`src/rtl/uart_tx_arbiter.sv`:
```
// uart_tx_arbiter
// Shares one uart_tx transmitter among NUM_CH byte-stream requesters.
// Bytes are taken with a valid/ready handshake, picked round-robin in IDLE.
// Each accepted byte is handed to uart_tx as a one-cycle tx_start pulse with
// a latched tx_data. A packet (closed by req_last) keeps ownership of the
// transmitter until its final byte and the inter-frame gap have completed.
//
// Handshake: a byte moves on a cycle where req_valid[i] and req_ready[i]
// are both high. req_ready is combinational, one-hot or zero, and is only
// raised for a channel whose req_valid is already high. A requester keeps
// its data and last flag stable while valid is high and ready is low.
//
// Ports:
//   clk, rst_n      clock, asynchronous active-low reset
//   baud_tick_1x    one-cycle baud tick shared with uart_tx (gap timing)
//   req_valid       per-channel byte valid
//   req_data        channel i byte at [8i+7:8i]
//   req_last        byte is the last of its packet
//   req_ready       one-hot byte accept (combinational)
//   tx_busy         transmitter busy, from uart_tx
//   tx_start        registered one-cycle start pulse to uart_tx
//   tx_data         registered byte to uart_tx
//   grant_valid     a channel currently owns the transmitter
//   grant_id        owning channel
module uart_tx_arbiter #(
    parameter int NUM_CH    = 4,
    parameter int GAP_TICKS = 1,
    parameter int CH_W      = $clog2(NUM_CH)
) (
    input  logic                  clk,
    input  logic                  rst_n,
    input  logic                  baud_tick_1x,
    input  logic [NUM_CH-1:0]     req_valid,
    input  logic [8*NUM_CH-1:0]   req_data,
    input  logic [NUM_CH-1:0]     req_last,
    output logic [NUM_CH-1:0]     req_ready,
    input  logic                  tx_busy,
    output logic                  tx_start,
    output logic [7:0]            tx_data,
    output logic                  grant_valid,
    output logic [CH_W-1:0]       grant_id
);

    typedef enum logic [2:0] {
        IDLE      = 3'd0,
        START     = 3'd1,
        WAIT_BUSY = 3'd2,
        WAIT_DONE = 3'd3,
        GAP       = 3'd4,
        HOLD      = 3'd5
    } state_t;

    state_t          state;
    state_t          state_next;
    logic [CH_W-1:0] rr_ptr;
    logic [CH_W-1:0] winner;
    logic            winner_found;
    logic [CH_W-1:0] sel;
    logic            accept;
    logic            last_flag;
    logic [7:0]      gap_cnt;
    logic            gap_done;

    // Round-robin search. Offsets are scanned from the far end downward so
    // the last hit written is the one closest to rr_ptr.
    always_comb begin
        logic [CH_W-1:0] idx;
        winner       = rr_ptr;
        winner_found = 1'b0;
        idx          = '0;
        for (int i = NUM_CH - 1; i >= 0; i--) begin
            idx = CH_W'((int'(rr_ptr) + i) % NUM_CH);
            if (req_valid[idx]) begin
                winner       = idx;
                winner_found = 1'b1;
            end
        end
    end

    assign gap_done = (gap_cnt == 8'(GAP_TICKS));

    // State register
    always_ff @(posedge clk or negedge rst_n) begin
        if (!rst_n) begin
            state <= IDLE;
        end else begin
            state <= state_next;
        end
    end

    // Next-state logic
    always_comb begin
        state_next = state;
        case (state)
            IDLE, HOLD: if (accept) state_next = START;
            START:      state_next = WAIT_BUSY;
            WAIT_BUSY:  if (tx_busy) state_next = WAIT_DONE;
            WAIT_DONE:  if (!tx_busy) state_next = GAP;
            GAP:        if (gap_done) state_next = last_flag ? IDLE : HOLD;
            default:    state_next = IDLE;
        endcase
    end

    // Output decode: accept decision and the one-hot ready. In HOLD only the
    // owner is looked at, so other channels wait out the whole packet.
    always_comb begin
        accept    = 1'b0;
        sel       = grant_id;
        req_ready = '0;
        case (state)
            IDLE: begin
                sel    = winner;
                accept = !tx_busy && winner_found;
            end
            HOLD: accept = !tx_busy && req_valid[grant_id];
            default: ;
        endcase
        if (accept) req_ready[sel] = 1'b1;
    end

    // Datapath registers: start pulse, latched byte, ownership, gap count.
    always_ff @(posedge clk or negedge rst_n) begin
        if (!rst_n) begin
            tx_start    <= 1'b0;
            tx_data     <= 8'h00;
            grant_valid <= 1'b0;
            grant_id    <= '0;
            last_flag   <= 1'b0;
            rr_ptr      <= '0;
            gap_cnt     <= 8'd0;
        end else begin
            // START always follows an accept by exactly one cycle
            tx_start <= accept;
            if (accept) begin
                tx_data     <= req_data[{sel, 3'b000} +: 8];
                grant_id    <= sel;
                last_flag   <= req_last[sel];
                grant_valid <= 1'b1;
            end
            if (state == GAP && gap_done && last_flag) begin
                grant_valid <= 1'b0;
                rr_ptr      <= (grant_id == CH_W'(NUM_CH - 1)) ? '0 : grant_id + 1'b1;
            end
            // Counter is held clear while the frame is still on the line so
            // ticks are only counted from the cycle after tx_busy falls.
            if (state == WAIT_DONE) begin
                gap_cnt <= 8'd0;
            end else if (state == GAP && !gap_done && baud_tick_1x) begin
                gap_cnt <= gap_cnt + 8'd1;
            end
        end
    end

endmodule

```
`config.mk`:
```
export PLATFORM = sky130hd
export DESIGN_NAME = uart_tx_arbiter
export DESIGN_NICKNAME = d
export VERILOG_FILES = /design/src/rtl/uart_tx_arbiter.sv
export SDC_FILE = /design/constraint.sdc
export NUM_CORES = 1
export LEC_CHECK = 0
export CORE_ASPECT_RATIO = 0.5
export CORE_UTILIZATION = 49
export CTS_CLUSTER_DIAMETER = 40
export DETAILED_ROUTE_END_ITERATION = 8
export GPL_ROUTABILITY_DRIVEN = 0
export PLACE_DENSITY_LB_ADDON = 0.3
export REMOVE_ABC_BUFFERS = 1
export SLEW_MARGIN = 40
export SYNTH_ARGS = -nofsm -noshare
export SYNTH_HDL_FRONTEND = slang
export SYNTH_SLANG_ARGS = --single-unit
export TNS_END_PERCENT = 50
```
`constraint.sdc`:
```
create_clock -name clk -period 3.3 [get_ports clk]
set_clock_uncertainty 0.2 [all_clocks]
set_input_delay 0.66 -clock clk [delete_from_list [all_inputs] [get_ports clk]]
set_output_delay 0.66 -clock clk [all_outputs]
set_load 0.005 [all_outputs]
```
Yosys cells after proc, flatten, opt, wreduce, memory -nomap -nowiden
Cells that the tools add are included.
{ "totals": {"regBits": 26, "inputBits": 44} }
{ "classes": {"n_addsub": 5, "magnitude_cmp": 7, "n_eq_ne": 11, "shift": 1, "mux": 36, "n_reduce_logical": 14} }
{ "ops": {"columns": ["operator", "n"], "rows": [
  ["indexed part select 32 x 6 -> 8 bit", 1],
  ["< comparator 2 x 3 -> 1 bit, second input constant", 6],
  ["two-way mux 8 bit", 2],
  ["two-way mux 3 bit", 5],
  ["case mux 3 bit (5 select lines)", 1],
  ["two-way mux 1 bit", 13],
  ["binary-select mux 1 bit (select 2 bit)", 6],
  ["two-way mux 2 bit", 6],
  ["adder 8 x 1 -> 8 bit, second input constant", 1],
  ["equality test 8 x 1 -> 1 bit, second input constant", 1],
  ["inequality test 2 bit, second input constant", 4],
  ["logical AND 1 bit", 7],
  ["equality test 3 x 2 -> 1 bit, second input constant", 2],
  ["equality test 3 bit, second input constant", 2],
  ["adder 2 x 1 -> 2 bit, second input constant", 2],
  ["adder 2 bit, second input constant", 2],
  ["two-way mux 4 bit", 1],
  ["AND reduction 4 bit", 1],
  ["nonzero test 2 bit", 2],
  ["equality test 3 x 1 -> 1 bit, second input constant", 1],
  ["logical NOT 3 bit", 1],
  ["demux 1 bit (select 2 bit)", 1],
  ["equality test 2 bit, second input constant", 1],
  [">= comparator 2 x 1 -> 1 bit, second input constant", 1],
  ["3 further kinds", 4]
]} }

Logic depth before layout (Yosys ltp)
Gate-level depths: netlist (run 1).
{ "logic_depth": {"ltp_word": 13, "mapped_depth": 8, "mapped_depth_nobuf": 7} }

Worst setup path after synthesis (run 1)
OpenSTA, ideal clock, no wires.
{ "synth_timing": {"path_type": "input-to-output", "start": "in req_valid[1]", "end": "out req_ready[0]", "arrival_ps": 1798, "required_time_ps": 2440, "slack_ps": 642, "stages": 7, "n_path_buf": 2, "cell_sequence": "or3b_1 > o311a_2 > buf_6 > a21boi_4 > buf_12 > nand2_1 > nor2_1"} }
{ "synth_between": {"elab_chain_cells": 12, "word_cells_on_any_way": 28, "classes_between": "order compare (2); mux (23); reduce/logical (3)"} }
{ "synth_lines": {"columns": ["item", "line", "source"], "rows": [
  ["from (decl)", "33", "input logic [NUM_CH-1:0] req_valid,"],
  ["binary-select mux 1 bit (select 2 bit)", "73", "if (req_valid[idx]) begin"],
  ["two-way mux 1 bit (not written as such)", "73", null],
  ["two-way mux 2 bit (4 in series)", "73", null],
  ["two-way mux 2 bit", "110", "case (state)"],
  ["< comparator 2 x 3 -> 1 bit (not written as such) or >= comparator 2 x 1 -> 1 bit (tied branches)", "118", "if (accept) req_ready[sel] = 1'b1;"],
  ["logical AND 1 bit (not written as such)", "118", null],
  ["two-way mux 1 bit (not written as such)", "118", null],
  ["demux 1 bit (select 2 bit)", "118", null],
  ["two-way mux 4 bit (*)", "118", null],
  ["to (decl)", "36", "output logic [NUM_CH-1:0] req_ready,"]
]} }
Mark *: on every way between the ends. The rest lies on a longest branch, timed or not. The select of a mux whose other input is x is not followed.

Worst setup path in the final report (run 1)
{ "layout_timing": {"start": "in req_valid[3]", "end": "out req_ready[3]"} }
Same word-level chain as after synthesis.

==> results of run 1 <==
where the power goes:
group | internal (W) | switching [W] | leakage [nW]
Sequential | 0.000425 | 0.000123 | 0.321
Clock | 0.000163 | 0.000105 | 0.0357
Combinational | 0.000628 | 0.000618 | 0.748
final cells by class:
type	count	area share, %
inverters	3	0.439
well taps	51	2.49
flip-flops and latches	26	25.4
clock inverters	1	1.17
clock buffers	3	1.61
repair buffers	75	27.5
multi-input cells	139	41.4
critical path, cell delays in order:
cell                              delay (ns)
sky130_fd_sc_hd__dlygate4sd2_1          0.29
sky130_fd_sc_hd__nand2b_1               0.15
sky130_fd_sc_hd__a21boi_1               0.08
sky130_fd_sc_hd__o311a_1                0.37
sky130_fd_sc_hd__nor2_1                 0.19
sky130_fd_sc_hd__and3_1                 0.18
sky130_fd_sc_hd__clkdlybuf4s50_1        0.49
repair_timing:
| item | 4_1_cts | 5_1_grt |
|---|---|---|
| gates resized for setup | 5 | 5 |
| hold buffers | 0 | 0 |
| setup endpoints to repair | 4 | 3 |
| pin swaps | 0 | 1 |
registers in the layout (all words and copies together), names as in the netlist:
name,cells
gap_cnt,8
grant_id,2
grant_valid,1
last_flag,1
rr_ptr,2
state,3
tx_data,8
tx_start,1
logic make-up (layout without fill, tap and decap cells):
logic type / after synthesis / in the layout / share of synthesized area (%)
multiplexers: 17 / 17 / 10.6
AND/OR/NAND/NOR: 68 / 68 / 18.1
AO/OA/AOI/OAI: 46 / 46 / 24.7
XOR/XNOR: 5 / 5 / 2.45
flip-flops: 26 / 26 / 36.4
adder cells (fa/ha/maj): 3 / 3 / 2.10
buffers and inverters: 16 / 82 / 5.53
per-layer routing:
layer	wire [um]	up-vias
li1	-	807
met5	0	-
met3	226	10
met2	2300	64
met1	1950	822
met4	82	0
through the flow:
stage          TNS [ns]  area, um2  worst slack (ns)
6_report              0       2570            0.0286
5_1_grt         -0.0916       2570           -0.0467
4_1_cts               0       2550           0.00818
3_5_place_dp     -0.992       2480            -0.266
3_3_place_gp     -0.564       2480            -0.150
2_1_floorplan         0       1700             0.154
how the worst max path moves through the flow:
| stage | slack, ns | depth (start not counted) | start | end |
|---|---|---|---|---|
| floorplan | 0.15 | 4 | req_valid[1] | req_ready[0] |
| global placement | -0.15 | 7 | req_valid[3] | req_ready[1] |
| detailed placement | -0.27 | 7 | req_valid[2] | req_ready[0] |
| CTS | 0.008 | 7 | req_valid[1] | req_ready[2] |
| global route | -0.05 | 7 | req_valid[3] | req_ready[3] |
| finish | 0.03 | 7 | req_valid[3] | req_ready[3] |
cell usage in the layout (no fill, tap or decap), drive strengths merged, types with 2 or more instances in the layout:
cell type      count
a2bb2oi            2
and3               3
nor2              26
a2111oi            9
o31ai              2
xnor2              3
o21a               3
inv                3
xor2               2
clkdlybuf4s50     53
dlygate4sd2        5
nand2             20
nor3               5
mux2               3
o311a              2
buf               16
a221oi             9
dfrtp             26
mux2i             13
nand4              4
a21oi             10
clkbuf             3
or2                2
ha                 3
o41ai              2
a21boi             2
==> results.md, run 1 <==
- Wire length of the first global-routing pass: 7610 um
- Synth Warn #: 0
- Number of placed instances with taps included: 294
- Cells taking the most area after synthesis: sky130_fd_sc_hd__dfrtp_1 (36%), sky130_fd_sc_hd__mux2i_1 (7.3%), sky130_fd_sc_hd__a2111oi_2 (5.9%)
- Sink Count: 26
- Area of the die: 3910 um2
- GRT Util Overall: 25.9%
- Multi-input gate area in the final layout: 1060 um2
- Violation count after the first detailed-route iteration: 67
- Final Max Tran Viols: 0
- Mean instance size in the synthesized netlist: 9.87 um2
- Nets@finish: 295
- Measured slew at the worst slew-check pin: 0.394 ns
- Cell Pwr Density: 803 nW/um2
- Summed instance area of the synthesized netlist: 1790 um2
- Sequential cell area: 651 um2
- Antenna diode count: 0
- Post-CTS Setup Inserts: 0
- Post-route ant nets: 0
- Fin cells: 298
- Fraction of final layout cells with drive strength greater than 1: 16.2%
- Total power after layout: 0.00206 W
- Number of buffers created by CTS: 3
- Clock insertion delay at the later pin of the skew report: 0.28 ns
- CP Max Fanout: 6
- Period minus WS final: 3.27 ns
- Global routing usage on met3: 5.67%
- Commonest cells in the netlist: sky130_fd_sc_hd__dfrtp_1 (26), sky130_fd_sc_hd__nor2_1 (26), sky130_fd_sc_hd__nand2_1 (20), sky130_fd_sc_hd__mux2i_1 (13), sky130_fd_sc_hd__a21oi_1 (10)
- Clock-pin transition on the worst setup and hold timing paths: 0.09 ns
- Worst voltage drop across the vdd grid: 0.000401 V
- Final HPWL from detailed placement: 3490 um
- Most crowded layer after global routing: met2
- Height of the chip: 44.7 um
- Portion of synthesized cell area occupied by the leading cell type: 36.4%
- Worst reg2reg endpoint: tx_data[0]
- Total count of hold-check failures in the final report: 0
- Number of max-cap violations: 0
- Worst rel slew slack: 73.0%
- Setup violations, final: 0
- Hold wc startpoint: grant_valid
- Run status: finished clean
- Endpoint class of the critical path: primary output
- CP Launch Type: input port
- Via count: 1703
- Classification of the worst setup path: in2out
- Library cell used as clock root buffer: sky130_fd_sc_hd__clkbuf_8
- GR met1 Demand/Resource: 29.8%
- WHS Path Cells: 1
- Final routed wirelength across all metal layers: 4560 um
- Std cell rows: 15
- Reg2reg path depth: 6
- Worst Hold Margin: 0.300 ns
- Flop-to-flop setup slack: 0.86 ns
- Maximum number of buffers from clock root to sink: 2
- H-tree levels: 1
- Upper clock frequency limit: 306 MHz
- I/O pin count: 60
- RSZ-0062 raised after global routing: yes
- Dominant register cell in the synthesized netlist: sky130_fd_sc_hd__dfrtp_1
- Arrival time at the worst endpoint: 2.41 ns
- Die X-Extent: 87.4 um
- Cell leakage power: 1.11 nW
- Via count of the first global-routing pass: 1664
- Flop and latch count out of synthesis: 26
- M2 GR Usage: 48.8%
- Number of distinct library cells after synthesis: 48
- Count of mapped cells out of synthesis: 181
- Area of the core region: 3450 um2
- DRT Pass-1 Iters: 4
- DRC violation count after routing: 0
- Clock tree from TritonCTS: yes
- Layout filler cell count: 266
- Syn-to-layout area delta: 43.6%
- Fraction of registers with async set/reset: 100%
- Class of the worst hold path: reg2reg
- CP Data Required Time: 2.44 ns
- Number of buffer cells added on primary ports: 59
- Final core utilization: 74.3%
- Pin count of the biggest net entering global routing: 27
- Number of enable-type register cells in the synthesized netlist: 0
- WL/cell: 15.3 um
- Startpoint of the lowest-slack register-to-register path: state[1]
- Fraction of the yosys area taken by sequential cells: 36.4%
- Final worst-path cycle share: 99.1%
- Cell taking the most area after synthesis: sky130_fd_sc_hd__dfrtp_1
- Worst Hold Path EP: grant_valid
- Grt ovf: 0
- Initial antenna violation count: 0
- Starting density of the core: 51.7%
- Vias per std cell: 5.71
Power figures use the tool's default switching activity.
==> run 2, diff against run 1 <==
--- a/config.mk
+++ b/config.mk
@@ -6,7 +6,7 @@
 export NUM_CORES = 1
 export LEC_CHECK = 0
 export CORE_ASPECT_RATIO = 0.5
-export CORE_UTILIZATION = 49
+export CORE_UTILIZATION = 46
 export CTS_CLUSTER_DIAMETER = 40
 export DETAILED_ROUTE_END_ITERATION = 8
 export GPL_ROUTABILITY_DRIVEN = 0
==> constraint.sdc (replaced) <==
create_clock -name clk -period 3.21 [get_ports clk]
set_clock_uncertainty 0.2 [all_clocks]
set_input_delay 0.642 -clock clk [delete_from_list [all_inputs] [get_ports clk]]
set_output_delay 0.642 -clock clk [all_outputs]
set_load 0.005 [all_outputs]
==> run 2 against run 1 <==
  * Sequential cell count unchanged
  * Worst setup slack improved by 0.039 ns
  * Clock power increased by 3%
  * Clock-buffer cell count unchanged
  * Critical path type unchanged
  * Critical endpoint unchanged
  * Highest routed layer unchanged
==> results.md, run 2 (same netlist as run 1, synthesis figures left out) <==
- Antenna diode count: 0
- Clock insertion delay at the later pin of the skew report: 0.27 ns
- Via count of the first global-routing pass: 1706
- Post-route ant nets: 0
- Via count: 1718
- Std cell rows: 15
- Wire length of the first global-routing pass: 8020 um
- CP cell instances: clkdlybuf4s15_1 -> or3b_4 -> o311a_4 -> a21bo_1 -> and3_1 -> clkdlybuf4s50_1
- Die X-Extent: 90.1 um
- Area of the die: 4150 um2
- Leading cell type in the layout, fill and taps excluded: sky130_fd_sc_hd__clkdlybuf4s50_1
- Layout filler cell count: 265
- DRT Pass-1 Iters: 4
- Initial antenna violation count: 0
- Final HPWL from detailed placement: 3580 um
- Area of the core region: 3570 um2
- Upper clock frequency limit: 318 MHz
- Worst reg2reg endpoint: tx_data[0]
- Reg2reg path depth: 6
- Flop-to-flop setup slack: 0.63 ns
- Worst rel slew slack: 66.6%
- Fraction of final layout cells with drive strength greater than 1: 20.6%
- Vias per std cell: 5.67
- Final instance area: 2620 um2
- Syn-to-layout area delta: 46.8%
- Standard cell with the maximum stage delay on the critical path: sky130_fd_sc_hd__clkdlybuf4s50_1
- Cell leakage power: 1.13 nW
- Setup total negative slack: 0 ns
- DRC violation count after routing: 0
- CP Data Required Time: 2.37 ns
- H-tree levels: 1
- Library cell used as clock root buffer: sky130_fd_sc_hd__clkbuf_8
- Worst voltage drop across the vdd grid: 0.000482 V
- Worst path depth: 6
- Final routed wirelength across all metal layers: 4880 um
- Number of buffers created by CTS: 3
- Final core utilization: 73.5%
- Measured slew at the worst slew-check pin: 0.488 ns
- Period minus WS final: 3.14 ns
- Pin count of the biggest net entering global routing: 27
- Number of max-cap violations: 0
- Biggest regs: gap_cnt: 8 flops, tx_data: 8 flops, state: 3 flops
- Endpoint class of the critical path: primary output
- Peak per-stage delay on the critical path: 0.44 ns
- Arrival time at the worst endpoint: 2.30 ns
- Nets@finish: 300
- Setup crit start: req_valid[1]
- Critical path's top delay family: buffers and inverters
- Cell area after placement: 2510 um2
- Height of the chip: 46.1 um
- Classification of the worst setup path: in2out
- RSZ-0062 raised after global routing: no
- CP Launch Type: input port
- Class of the worst hold path: reg2reg
- Crit path buf inv count: 2
- Setup violations, final: 0
- Startpoint of the lowest-slack register-to-register path: state[2]
- Maximum number of buffers from clock root to sink: 2
- WL/cell: 16.1 um
- Grt ovf: 0
- Starting density of the core: 50.1%
- Cell Pwr Density: 843 nW/um2
- Leading cell types in the layout, fill and taps excluded: sky130_fd_sc_hd__clkdlybuf4s50_1 (52), sky130_fd_sc_hd__nor2_1 (26), sky130_fd_sc_hd__dfrtp_1 (24)
- GRT Util Overall: 25.5%
- Number of buffer cells added on primary ports: 59
- Sink Count: 26
- Violation count after the first detailed-route iteration: 72
- Total of hold buffers inserted after clock tree synthesis: 0
- CP Max Fanout: 4
- Clock-pin transition on the worst setup and hold timing paths: 0.09 ns
- Clock tree from TritonCTS: yes
- Total count of hold-check failures in the final report: 0
- Final worst-path cycle share: 97.9%
- Run status: finished clean
- I/O pin count: 60
- WHS Path Cells: 1
- Capturing instance or port of the critical path: req_ready[3]
- Final Max Tran Viols: 0
run 2: cell count changes in the layout (fill, tap and decap cells not counted), moves of 2 or more:
cell | previous run | this run
sky130_fd_sc_hd__buf_4 | 16 | 21
sky130_fd_sc_hd__dlygate4sd2_1 | 5 | 1
sky130_fd_sc_hd__dfrtp_2 | 0 | 2
sky130_fd_sc_hd__dfrtp_1 | 26 | 24
sky130_fd_sc_hd__buf_2 | 0 | 2
run 2: worst min path at each step:
stage / to / slack [ns] / startpoint
after floorplan: gap_cnt[0] / 0.15 / rst_n
after global placement: grant_valid / 0.29 / grant_valid
after detailed placement: grant_valid / 0.30 / grant_valid
after CTS: grant_valid / 0.33 / grant_valid
after global routing: grant_valid / 0.34 / grant_valid
final: grant_valid / 0.32 / grant_valid
run 2: cell type report:
| class | count | area (um2) | share of cell area [%] |
|---|---|---|---|
| Timing Repair Buffer | 80 | 743 | 28.3 |
| Sequential cell | 26 | 653 | 24.9 |
| Clock inverter | 1 | 30.0 | 1.15 |
| Clock buffer | 3 | 41.3 | 1.57 |
| Inverter | 3 | 11.3 | 0.429 |
| Tap cell | 51 | 63.8 | 2.43 |
| Multi-Input combinational cell | 139 | 1080 | 41.2 |
run 2: per-layer routing:
metal,track usage (%),part of all wire [%],vias to the layer above
li1,-,-,822
met1,30.9,43,829
met2,47.3,51,55
met3,5.28,4.5,12
met4,9.03,2.2,0
met5,0,0,-
run 2: metrics by stage:
step | worst slack, ns | total power [W] | instances | hold WS, ns
6_report | 0.0674 | 0.00221 | 303 | 0.322
5_1_grt | 0.0150 | 0.00235 | 303 | 0.340
4_1_cts | 0.0265 | 0.00218 | 303 | 0.326
3_5_place_dp | -0.340 | 0.00187 | 297 | 0.304
3_3_place_gp | -0.232 | 0.00182 | 297 | 0.293
2_1_floorplan | 0.0999 | 0.00129 | 168 | 0.146
run 2: power breakdown:
part,internal (W),switching [W],leakage [nW]
logic,0.000691,0.000650,0.775
clock network,0.000167,0.000109,0.0357
registers,0.000439,0.000155,0.319
total,0.00130,0.000914,1.13
run 2: timing repair:
item	CTS	global route
setup endpoints to repair	4	4
gates cloned	0	0
buffers inserted	2	0
pin swaps	3	4
gates resized for setup	17	8
